**src/rtl/hilo_div_ctrl.sv**
```systemverilog
// HI/LO register pair with a 32-iteration restoring divider for DIV/DIVU.
// Handshakes with EX through div_valid/div_ready and a one-cycle div_done pulse.
// MTHI/MTLO writes take priority over the divide commit on the same edge.
// Optional macro HILO_BYPASS_EN: hi_out/lo_out forward the value written at the coming edge.
module hilo_div_ctrl #(
   parameter int unsigned          DATA_W       = 32,
   parameter logic [DATA_W-1:0]    HILO_RST_VAL = '0
) (
   input  logic              clk,
   input  logic              rst,
   input  logic              div_valid,
   input  logic              div_signed,
   input  logic [DATA_W-1:0] div_dividend,
   input  logic [DATA_W-1:0] div_divisor,
   output logic              div_ready,
   output logic              div_done,
   output logic              div_busy,
   input  logic              flush,
   input  logic              mthi_we,
   input  logic              mtlo_we,
   input  logic [DATA_W-1:0] mt_wdata,
   output logic [DATA_W-1:0] hi_out,
   output logic [DATA_W-1:0] lo_out
);

   typedef enum logic [1:0] {StIdle, StBusy, StDone} state_e;

   state_e            state_q;
   logic [4:0]        cnt_q;
   logic [DATA_W-1:0] rem_q, quo_q, dvs_q;
   logic              neg_quo_q, neg_rem_q;
   logic              ready_q, busy_q, done_q;
   logic [DATA_W-1:0] hi_q, lo_q, hi_d, lo_d;

   logic              a_neg, b_neg;
   logic [DATA_W-1:0] a_abs, b_abs;
   logic [DATA_W:0]   rem_sh, diff;
   logic [DATA_W-1:0] quo_sh, res_quo, res_rem;
   logic              commit;

   // Operand magnitudes, one restoring step, and the sign-fixed final result
   always_comb begin
      a_neg   = div_signed & div_dividend[DATA_W-1];
      b_neg   = div_signed & div_divisor[DATA_W-1];
      a_abs   = a_neg ? (~div_dividend + DATA_W'(1)) : div_dividend;
      b_abs   = b_neg ? (~div_divisor + DATA_W'(1)) : div_divisor;
      rem_sh  = {rem_q, quo_q[DATA_W-1]};
      diff    = rem_sh - {1'b0, dvs_q};
      quo_sh  = {quo_q[DATA_W-2:0], 1'b0};
      res_quo = neg_quo_q ? (~quo_q + DATA_W'(1)) : quo_q;
      res_rem = neg_rem_q ? (~rem_q + DATA_W'(1)) : rem_q;
   end

   // HI/LO next value: MT write beats divide commit beats hold
   always_comb begin
      commit = (state_q == StDone) & ~flush;
      hi_d   = hi_q;
      lo_d   = lo_q;
      if (commit) begin
         hi_d = res_rem;
         lo_d = res_quo;
      end
      if (mthi_we) hi_d = mt_wdata;
      if (mtlo_we) lo_d = mt_wdata;
   end

   // Divider FSM, datapath and HI/LO state
   always_ff @(posedge clk) begin
      if (rst) begin
         state_q   <= StIdle;
         cnt_q     <= '0;
         rem_q     <= '0;
         quo_q     <= '0;
         dvs_q     <= '0;
         neg_quo_q <= 1'b0;
         neg_rem_q <= 1'b0;
         ready_q   <= 1'b1;
         busy_q    <= 1'b0;
         done_q    <= 1'b0;
         hi_q      <= HILO_RST_VAL;
         lo_q      <= HILO_RST_VAL;
      end else begin
         hi_q <= hi_d;
         lo_q <= lo_d;
         unique case (state_q)
            StIdle: begin
               if (div_valid && !flush) begin
                  rem_q     <= '0;
                  quo_q     <= a_abs;
                  dvs_q     <= b_abs;
                  neg_quo_q <= a_neg ^ b_neg;
                  neg_rem_q <= a_neg;
                  cnt_q     <= '0;
                  state_q   <= StBusy;
                  ready_q   <= 1'b0;
                  busy_q    <= 1'b1;
               end
            end
            StBusy: begin
               if (flush) begin
                  state_q <= StIdle;
                  ready_q <= 1'b1;
                  busy_q  <= 1'b0;
               end else begin
                  if (!diff[DATA_W]) begin
                     rem_q <= diff[DATA_W-1:0];
                     quo_q <= quo_sh | DATA_W'(1);
                  end else begin
                     rem_q <= rem_sh[DATA_W-1:0];
                     quo_q <= quo_sh;
                  end
                  cnt_q <= cnt_q + 5'd1;
                  if (cnt_q == 5'd31) begin
                     state_q <= StDone;
                     done_q  <= 1'b1;
                  end
               end
            end
            StDone: begin
               // Commit (or its cancellation by flush) is handled via hi_d/lo_d
               state_q <= StIdle;
               ready_q <= 1'b1;
               busy_q  <= 1'b0;
               done_q  <= 1'b0;
            end
            default: begin
               state_q <= StIdle;
               ready_q <= 1'b1;
               busy_q  <= 1'b0;
               done_q  <= 1'b0;
            end
         endcase
      end
   end

   assign div_ready = ready_q;
   assign div_busy  = busy_q;
   assign div_done  = done_q & ~flush;

`ifdef HILO_BYPASS_EN
   assign hi_out = hi_d;
   assign lo_out = lo_d;
`else
   assign hi_out = hi_q;
   assign lo_out = lo_q;
`endif

endmodule

```
**config.mk**
```make
export PLATFORM = sky130hd
export DESIGN_NAME = hilo_div_ctrl
export DESIGN_NICKNAME = d
export VERILOG_FILES = /design/src/rtl/hilo_div_ctrl.sv
export SDC_FILE = /design/constraint.sdc
export NUM_CORES = 1
export LEC_CHECK = 0
export ABC_AREA = 1
export BUFFER_PORTS_ARGS = -buffer_cell sky130_fd_sc_hd__buf_2
export CORE_AREA = 5 5 197 237
export CTS_CLUSTER_DIAMETER = 200
export DETAILED_ROUTE_END_ITERATION = 6
export DIE_AREA = 0 0 202 242
export PLACE_DENSITY = 0.52
export SYNTH_ARGS = -nofsm -noshare
export SYNTH_HDL_FRONTEND = slang
export SYNTH_SLANG_ARGS = --single-unit
```
**constraint.sdc**
```tcl
create_clock -name clk -period 2.25 [get_ports clk]
set_clock_uncertainty 0.2 [all_clocks]
set_input_delay 0.5625 -clock clk [delete_from_list [all_inputs] [get_ports clk]]
set_output_delay 0.5625 -clock clk [all_outputs]
set_load 0.005 [all_outputs]
```
## Word-level counts from Yosys, hierarchy flattened

Index checks and enable logic that the tools add are counted.

- Register bits: 172

- Multiplexer cells: 32
- Eq/ne operators: 8
- Reduce and logical (&&, ||, !) cells: 11
- $add $sub $neg: 6
- Bitwise logic cells: 11

Operators with widths:

| kind | count |
|---|---|
| $mux W32 | 13 |
| $add A32 B1 Y32 const B | 4 |
| $not A32 Y32 | 4 |
| $pmux W32 S2 | 2 |
| $sub A33 B32 Y33 | 1 |
| $mux W5 | 2 |
| $pmux W5 S2 | 1 |
| $ne A2 B2 Y1 const B | 4 |
| $mux W1 | 7 |
| $mux W2 | 3 |
| $pmux W1 S2 | 3 |
| $reduce_and A2 Y1 | 3 |
| $reduce_and A3 Y1 | 2 |
| $reduce_bool A2 Y1 | 3 |
| $add A5 B1 Y5 const B | 1 |
| $eq A5 B5 Y1 const B | 1 |
| $and A1 B1 Y1 | 4 |
| $pmux W2 S2 | 1 |
| $ne A3 B3 Y1 const B | 1 |
| $eq A2 B1 Y1 const B | 1 |
| $eq A2 B2 Y1 const B | 1 |
| $logic_not A2 Y1 | 1 |
| $not A1 Y1 | 2 |
| $logic_and A1 B1 Y1 | 1 |
| other kinds (2) | 2 |

## Longest topological paths before layout

Gate-level depths: netlist (run 1).

- Word-level depth: 5
- Mapped depth: 18
- Mapped depth without buffers: 17

## Worst setup path after synthesis (run 1)

No wires, ideal clock.

- Kind: register to register
- From: register quo_q[31]
- To: register rem_q[17]
- Period minus slack after synthesis: 2.386 ns
- Buffers on the path: 1
- Data required time: 1.918 ns
- Setup slack: -0.136 ns
- Cell stages (with the launch flop): 17
- Library setup time: 0.132 ns
- Arrival: 2.054 ns
- Cell sequence: dfxtp_1 inv_1 ha_1 fa_1 inv_1 nand2_1 nand2_1 nand3_1 nand2_2 nand2_2 nand2_2 nand2_4 nand3_2 buf_2 nand3_1 nand3_1 a21oi_1

- Word-level cells in the longest chain between the ends: 4

RTL lines:

| element | RTL line | text |
|---|---|---|
| start: declaration | 30 | `logic [DATA_W-1:0] rem_q, quo_q, dvs_q;` |
| start signal: assignment | 89 | `quo_q <= a_abs;` |
| start signal: assignment | 107 | `quo_q <= quo_sh \| DATA_W'(1);` |
| start signal: assignment | 110 | `quo_q <= quo_sh;` |
| $sub A33 B32 Y33 | 48 | `diff = rem_sh - {1'b0, dvs_q};` |
| $mux W32 | 105 | `if (!diff[DATA_W]) begin` |
| $mux W32 | 100 | `if (flush) begin` |
| $pmux W32 S2 | 85 | `unique case (state_q)` |
| end signal: assignment | 106 | `rem_q <= diff[DATA_W-1:0];` |
| end signal: assignment | 109 | `rem_q <= rem_sh[DATA_W-1:0];` |
| end: declaration | 30 |  |

Every way passes these cells. The select of a mux whose other input is x is not followed.
A chain may end at the register's enable or synchronous reset.

## Worst setup path in the final report (run 1)

- From: register quo_q[31]
- To: register rem_q[2]

Same word-level chain as after synthesis.

==> results.md, run 1 <==
- Fin crit share: 111%
- Worst IR Drop VDD: 0.609 mV
- Worst path most repeated cell: nand2_2
- Worst slew pin tran: 0.544 ns
- Row count: 85
- CP max stage cell: fa_2
- Count of final hold-check violations: 0
- I/O Buffers: 169
- PD cells: 594 mW/mm²
- Sequential share of the synthesized area: 26.4%
- TNS Setup: -6.49 ns
- CP Capture Type: flip-flop
- Ys async rst share: 0%
- Dpl ws: -0.267 ns
- TritonCTS clock tree: built
- Post-route ant nets: 0
- Synth Warn #: 0
- Synth-to-Final Area Change: 37.3%
- Diodes inserted: 0
- Clk_lat worst skew: 0.47 ns
- Synthesized area: 0.0130 mm²
- CP Max Fanout: 7
- Critical path arrival: 2.62 ns
- Total of max-cap violations: 0
- Drt initial violations: 1028
- Core footprint: 0.0443 mm²
- Pleak: 8.95 nW
- Die height: 242 µm
- Crit Path Class: reg2reg
- Fmax achieved: 0.401 GHz
- Post-layout util: 40.4%
- Startpoint types: flip-flop
- Global-route wire length before repair: 81.6 mm
- Post-route insts no fill: 3198
- Hold WC Path Type: in2reg
- Gr ovfl total: 0
- Post-synth EDFFs: 0
- All-layer global routing usage: 20.9%
- CP peak stage delay: 0.38 ns
- DR vias: 15800
- PnR worst setup slack: -0.241 ns
- Placed cell area: 0.0165 mm²
- Initial antenna violation count: 1
- Ys flop type: dfxtp_1
- Share of layout cells above drive strength 1: 25.1%
- Initial Util: 29.4%
- Clk slew on worst S/H paths: 0.08 ns
- Flops & latches, synth: 172
- Gate Count Post-Synth: 2215
- # DRC: 0
- Status: finished with violations
- WP data required: 2.38 ns
- # clock sinks: 172
- Max-slew violations: 0
- Most frequent cells in the layout: 618 x nand2_1, 303 x inv_1, 275 x buf_4
- Syn Area/Cell: 5.88 µm²
- TritonCTS Buffers: 17
- NumNets Final: 2762
- Die area: 0.0489 mm²
- Slew HR: 63.7%
- H-tree levels: 4
- Routed vias/inst: 4.94
- Placed instance count: 3148
- Finished Cell Area: 0.0179 mm²
- Final setup viols: 33
- CP Cell Sequence: inv_2 -> ha_4 -> fa_2 -> inv_2 -> nand2_2 -> nand2_2 -> nand3_2 -> nand2_2 -> nand2_2 -> nand2_4 -> nand2_4 -> nand2_4 -> nand2_8 -> nand2_8 -> buf_12 -> nand2_1 -> nand3_2 -> a21oi_2
- CTS Root Cell: clkbuf_16
- Chip width: 202 µm
- Hold_buf cts: 0
- WL final: 53.6 mm
- CTS max path bufs: 2
- Most common cell after layout, fill and taps aside: nand2_1
- Mapped Nets: 2357
- RSZ-0062 raised after global routing: true
- IO Count: 170
- DP HPWL: 43.2 mm
- Vias in the first global route: 15100
- Hold Worst Slack: 0.182 ns
- Largest net degree at the start of global routing: 64
- Fin crit period: 2.49 ns
- RD Place Congestion: 0.931
- Wire per inst: 16.8 µm
- DR pass1 iterations: 7
- Final Power: 10.6 mW
- Failing checks: setup timing
- Post-synthesis cell type count: 54
-- cell families (layout without fill, tap and decap cells) --
kind of cell               count (synthesis)  count (layout)  share of synthesized area [%]
xor gates and xnor gates                  38              38                           2.55
buffers and inverters                    409             827                           12.3
DFF                                      172             172                           26.4
adders and majority gates                 39              39                           3.80
AOI/OAI and AO/OA                        378             378                           16.2
and+or+nand+nor                         1179            1179                           38.8
-- cell usage after synthesis, types with 3 or more instances --
cell type | number | area [µm²]
nand2_1 | 648 | 2430
inv_1 | 312 | 1170
nand3_1 | 244 | 1220
nor2_1 | 175 | 657
dfxtp_1 | 172 | 3440
a21oi_1 | 152 | 761
o21ai_0 | 112 | 561
clkbuf_1 | 55 | 206
a31oi_1 | 51 | 319
ha_1 | 38 | 475
xor2_1 | 26 | 228
nor3_1 | 25 | 125
buf_2 | 18 | 90.1
nand4_1 | 17 | 106
o22ai_1 | 16 | 100
nand3b_1 | 15 | 113
inv_2 | 12 | 45.0
xnor2_1 | 12 | 105
nand2_2 | 10 | 62.6
nor2_2 | 9 | 56.3
o21ai_1 | 9 | 45.0
o32ai_1 | 6 | 52.6
or2_2 | 6 | 37.5
buf_6 | 5 | 56.3
nor4_1 | 5 | 31.3
a21oi_2 | 4 | 35.0
a22o_1 | 4 | 35.0
clkinv_1 | 4 | 15.0
nand2_4 | 4 | 45.0
nor2_4 | 4 | 45.0
o211ai_1 | 4 | 30.0
o21bai_1 | 4 | 30.0
a22oi_1 | 3 | 22.5
and2_1 | 3 | 18.8
and3_1 | 3 | 18.8
nor3_2 | 3 | 30.0
or2_1 | 3 | 18.8
-- critical path: cells and delay by family (launching register included) --
family	cells	cell delay, ns
buffers and inverters	3	0.25
adders and majority gates	2	0.55
and+or+nand+nor	12	0.95
AOI/OAI and AO/OA	1	0.05
DFF	1	0.34
-- area by class of cell --
class	instances	area, µm²
clock buffer	18	429
clock inverter	14	149
fill	4738	26400
inverter	328	1230
multi-input combinational	1634	8580
sequential	172	3450
tap	565	707
timing repair buffer	467	3350
-- state kept, by name (all words and copies together), names as in the netlist, 2 cells and up --
signal / count
state_q: 2
lo_out: 32
quo_q: 32
hi_out: 32
rem_q: 32
dvs_q: 32
cnt_q: 5
-- where the power goes --
group | switching, mW | internal [mW] | total (mW)
sequential | 0.144 | 3.21 | 3.36
clock | 1.48 | 1.57 | 3.05
combinational | 2.48 | 1.75 | 4.23
total | 4.10 | 6.53 | 10.6
-- timing repair --
item / CTS / global route
buffers inserted: 10 / 4
pin swaps: 28 / 21
hold endpoints to repair: 0 / 0
endpoints found under the setup margin: 36 / 48
resized for setup: 61 / 70
gates cloned: 2 / 2
-- final timing paths --
kind	startpoint	endpoint	slack [ns]	cells past startpoint
setup / recovery	quo_q[31]	rem_q[2]	-0.24	18
hold / removal	mt_wdata[29]	hi_out[29]	0.18	3
setup reg to reg	quo_q[31]	rem_q[2]	-0.24	18
hold reg to reg	dvs_q[13]	dvs_q[13]	0.26	2
-- layer usage --
metal	GRT usage (%)	part of all wire, %	vias to the layer above
met4	8.65	4.0	2
met5	0	0.024	-
li1	-	-	7986
met2	37.6	50	409
met3	2.88	4.2	97
met1	24.7	42	7296
Note: power is estimated with default switching activity, not from simulation.
==> run 2, diff against run 1 <==
Settings changed: CORE_AREA 5 5 197 237 to 5 5 148 179, DIE_AREA 0 0 202 242 to 0 0 153 184, PLACE_DENSITY 0.52 to 0.81.
==> run 2 against run 1 <==
The flow finishes with violations (DRC, setup timing). Combinational power shrank 9.0%. Register-to-register slack lost 0.07 ns. Utilization grew 29 points. Critical endpoint is now rem_q[31]. Largest cell class unchanged. Largest power group unchanged.
==> results.md, run 2 (synthesized netlist as in run 1, its figures left out) <==
- Worst slew pin tran: 0.714 ns
- Hold WC Path Type: in2reg
- TritonCTS clock tree: built
- Diodes inserted: 0
- Hold Worst Slack: 0.137 ns
- Routed vias/inst: 5.62
- Fin crit period: 2.56 ns
- Final setup viols: 34
- DR vias: 16200
- Hold Path Sink: hi_out[27]
- Die area: 0.0282 mm²
- Hold path cells: 2
- PD cells: 601 mW/mm²
- Failing checks: DRC, setup timing
- Logic pwr share: 37.9%
- Drt initial violations: 1297
- All-layer global routing usage: 32.2%
- Fmax achieved: 0.390 GHz
- Synth-to-Final Area Change: 29.6%
- Initial Util: 53.3%
- CP peak stage delay: 0.40 ns
- Share of layout cells above drive strength 1: 21.8%
- # clock sinks: 172
- Clk slew on worst S/H paths: 0.06 ns
- Count of final hold-check violations: 0
- Status: finished with violations
- Row count: 63
- CP Capture Type: flip-flop
- H-tree levels: 4
- DP HPWL: 37.8 mm
- Clk_lat worst skew: 0.45 ns
- R2R depth: 17
- Cell internal pwr: 6.42 mW
- Worst reg-to-reg setup slack: -0.31 ns
- WL final: 48.3 mm
- Worst IR Drop VDD: 0.602 mV
- Placed cell area: 0.0157 mm²
- Initial antenna violation count: 0
- Fillers: 2147
- Most frequent cells in the layout: 639 x nand2_1, 308 x inv_1, 218 x nand3_1
- CP Cell Sequence: inv_2 -> ha_4 -> fa_2 -> inv_2 -> nand2_2 -> nand2_2 -> nand3_2 -> nand2_4 -> nand2_4 -> nand2_4 -> nand2_8 -> nand2_8 -> nand2_8 -> clkbuf_16 -> nand3_2 -> nand3_1 -> a21oi_1
- WP data required: 2.41 ns
- Critical path arrival: 2.73 ns
- Pleak: 8.64 nW
- Die height: 184 µm
- CP max stage cell: fa_2
- Reg-to-reg critical path endpoint: rem_q[31]
- Gr ovfl total: 0
- TritonCTS Buffers: 17
- CP Max Fanout: 7
- # DRC: 14
- IO Count: 170
- Largest net degree at the start of global routing: 65
- PnR worst setup slack: -0.315 ns
- Finished Cell Area: 0.0169 mm²
- Max-slew violations: 0
- Switching Share: 36.7%
- Slew HR: 52.4%
- Global-route wire length before repair: 73.9 mm
- DR pass1 iterations: 7
- Startpoint types: flip-flop
- CTS max path bufs: 2
- NumNets Final: 2694
- Hold Crit Start: rst
- Fin crit share: 114%
- Final Power: 10.1 mW
- Total of max-cap violations: 0
- Chip width: 153 µm
- R2r startpoint: quo_q[31]
- Net Switching: 3.73 mW
- Crit path buf inv count: 3
- I/O Buffers: 169
- Clock Power Share: 28.8%
- RSZ-0062 raised after global routing: true
- Most common cell after layout, fill and taps aside: nand2_1
- CTS Root Cell: clkbuf_16
- Flop pwr share: 33.2%
- Crit Path Class: reg2reg
- Core footprint: 0.0244 mm²
- Post-route ant nets: 0
- Vias in the first global route: 15200
- Wire per inst: 16.7 µm
- RD Place Congestion: 0.998
- Crit-path leading delay family: simple AND/OR/NAND/NOR gates
run 2: per-layer routing:
metal | GRT usage [%] | wire (µm) | share of wire, % | vias to the layer above
met2 | 56.8 | 23600 | 49 | 843
li1 | - | - | - | 7842
met5 | 0 | 0 | 0 | -
met1 | 36.1 | 17400 | 36 | 7324
met3 | 5.30 | 3720 | 7.7 | 211
met4 | 20.8 | 3590 | 7.4 | 0
run 2: layout make-up:
| cell class | count | area [µm²] | share of cell area, % |
|---|---|---|---|
| Timing Repair Buffer | 399 | 2770 | 16.4 |
| Tap cell | 325 | 407 | 2.41 |
| Sequential cell | 172 | 3450 | 20.4 |
| Clock buffer | 24 | 472 | 2.79 |
| Multi-Input combinational cell | 1634 | 8480 | 50.2 |
| Clock inverter | 6 | 88.8 | 0.526 |
| Inverter | 328 | 1230 | 7.29 |
run 2: power groups by stage:
| stage | Sequential (mW) | Combinational (mW) | Clock, mW |
|---|---|---|---|
| finish | 3.37 | 3.85 | 2.93 |
| detailed placement | 3.43 | 3.42 | 0 |
| floorplan | 3.39 | 2.12 | 0 |
| global placement | 3.42 | 3.36 | 0 |
| CTS | 3.36 | 3.54 | 2.93 |
| global route | 3.39 | 4.22 | 3.06 |
run 2: worst max-delay path by stage:
stage,from,depth (start not counted),endpoint
after floorplan,quo_q[31],18,rem_q[22]
after global placement,flush,8,dvs_q[7]
after detailed placement,flush,8,dvs_q[7]
after CTS,quo_q[31],17,rem_q[21]
after global routing,dvs_q[23],15,rem_q[31]
final,quo_q[31],17,rem_q[31]
run 2: per-stage QoR:
step	utilization, %	setup WS [ns]	TNS, ns	std cells
6_report	69.1	-0.315	-7.01	2888
5_1_grt	69.1	-0.406	-10.35	2888
4_1_cts	67.2	-0.177	-4.81	2881
3_5_place_dp	64.2	-0.398	-10.32	2846
3_3_place_gp	64.2	-0.330	-6.81	2846
2_1_floorplan	-	0.00753	0	2215
run 2: timing repair:
| item | 4_1_cts | 5_1_grt |
|---|---|---|
| gates cloned | 1 | 2 |
| gates resized for setup | 28 | 75 |
| pin swaps | 13 | 28 |
| setup buffers | 4 | 5 |
| hold buffers | 0 | 0 |
| endpoints found under the setup margin | 37 | 54 |
==> run 3, diff against run 2 <==
Settings changed: PLACE_DENSITY 0.81 to 0.75.
==> run 3 against run 2 <==
The run ends with setup timing left. Total power up 3.3%. Flip-flop and latch count stayed put. First-iteration DRC count grew 8.5%. Setup slack got worse by 0.047 ns. Register-to-register slack lost 0.05 ns.
==> results.md, run 3 (synthesized netlist as in run 1, its figures left out) <==
- Footprint of the multi-input gates: 0.00855 mm²
- DP HPWL: 40.0 mm
- Crit Path Class: reg2reg
- Critical path arrival: 2.76 ns
- Final Power: 10.5 mW
- DR vias: 16300
- CTS max path bufs: 2
- Status: finished with violations
- WP data required: 2.40 ns
- Most frequent cells in the layout: 638 x nand2_1, 306 x inv_1, 237 x buf_4
- Placed cell area: 0.0159 mm²
- IO Count: 170
- Die height: 184 µm
- I/O Buffers: 169
- Initial antenna violation count: 0
- Fmax achieved: 0.383 GHz
- H-tree levels: 4
- Final setup viols: 33
- Hold WC Path Type: in2reg
- Worst slew pin tran: 0.506 ns
- Hold Worst Slack: 0.176 ns
- Max-slew violations: 0
- Count of final hold-check violations: 0
- TritonCTS Buffers: 17
- Largest net degree at the start of global routing: 97
- Hold_buf cts: 0
- Diodes inserted: 0
- Core footprint: 0.0244 mm²
- Fin crit share: 116%
- PD cells: 609 mW/mm²
- Chip width: 153 µm
- Clk_lat worst skew: 0.44 ns
- DR pass1 iterations: 6
- CTS Root Cell: clkbuf_16
- Share of layout cells above drive strength 1: 23.7%
- Total of max-cap violations: 0
- Sequential Area: 0.00345 mm²
- PnR worst setup slack: -0.362 ns
- Post-route ant nets: 0
- TNS Setup: -9.38 ns
- Fillers: 2227
- Global-route wire length before repair: 78.5 mm
- Startpoint types: flip-flop
- Failing checks: setup timing
- Synth-to-Final Area Change: 32.0%
- # clock sinks: 172
- Gr ovfl total: 0
- Row count: 63
- CP Max Fanout: 6
- Worst IR Drop VDD: 0.556 mV
- Pleak: 8.85 nW
- Finished Cell Area: 0.0172 mm²
- Slew HR: 66.2%
- TritonCTS clock tree: built
- Post-route insts no fill: 2916
- Routed vias/inst: 5.58
- Clk slew on worst S/H paths: 0.07 ns
- Vias in the first global route: 15600
- RD Place Congestion: 0.967
- Fin crit period: 2.61 ns
- CP Capture Type: flip-flop
- Wire per inst: 17.7 µm
- All-layer global routing usage: 34.5%
- RSZ-0062 raised after global routing: true
- NumNets Final: 2720
- Most common cell after layout, fill and taps aside: nand2_1
- Placed instance count: 2871
- Initial Util: 53.3%
- Die area: 0.0282 mm²
- Drt initial violations: 1407
- # DRC: 0
- WL final: 51.7 mm
==> run 3: worst paths after layout <==
kind	startpoint	to	slack, ns	cells past startpoint
min reg2reg	dvs_q[13]	dvs_q[13]	0.26	2
max	quo_q[31]	rem_q[21]	-0.36	17
max reg2reg	quo_q[31]	rem_q[21]	-0.36	17
min	rst	state_q[0]	0.18	2
==> run 3: per-stage QoR <==
step | utilization, % | setup slack, ns
finish | 70.4 | -0.362
global route | 70.4 | -0.455
CTS | 68.2 | -0.267
detailed placement | 65.1 | -0.427
global placement | 65.1 | -0.400
floorplan | - | 0.00753
==> run 3: cell type report <==
type / count / area share (%)
multi-input cells: 1635 / 49.7
flip-flops and latches: 172 / 20.0
repair buffers: 424 / 17.4
inverters: 328 / 7.15
clock buffers: 20 / 2.71
well taps: 325 / 2.36
clock inverters: 12 / 0.712
==> run 3: what timing repair did <==
action / 4_1_cts / 5_1_grt
pin swaps: 6 / 46
gates cloned: 1 / 4
buffers inserted: 5 / 3
endpoints found under the setup margin: 38 / 61
resized for setup: 25 / 101
==> run 3: worst max-delay path, stage by stage, from the launching register on <==
cell	delay, ns
dfxtp_2	0.34
inv_2	0.05
ha_4	0.18
fa_2	0.40
inv_2	0.08
nand2_2	0.05
nand2_2	0.08
nand3_2	0.08
nand2_2	0.10
nand2_2	0.06
nand2_2	0.08
nand2_4	0.08
nand2_4	0.11
nand2_8	0.12
clkbuf_16	0.19
nand3_2	0.06
nand3_2	0.06
a21oi_1	0.20
==> run 3: power by group <==
part | internal, mW | switching [mW] | total (mW) | leakage (nW)
Clock | 1.56 | 1.47 | 3.02 | 0.289
Combinational | 1.62 | 2.46 | 4.08 | 7.15
Sequential | 3.21 | 0.165 | 3.38 | 1.41
==> run 3: routing by layer <==
layer / wire [µm] / GRT usage [%]
met1: 19300 / 38.8
met2: 25200 / 61.9
met3: 2930 / 3.58
met4: 4210 / 22.9
met5: 0 / 0
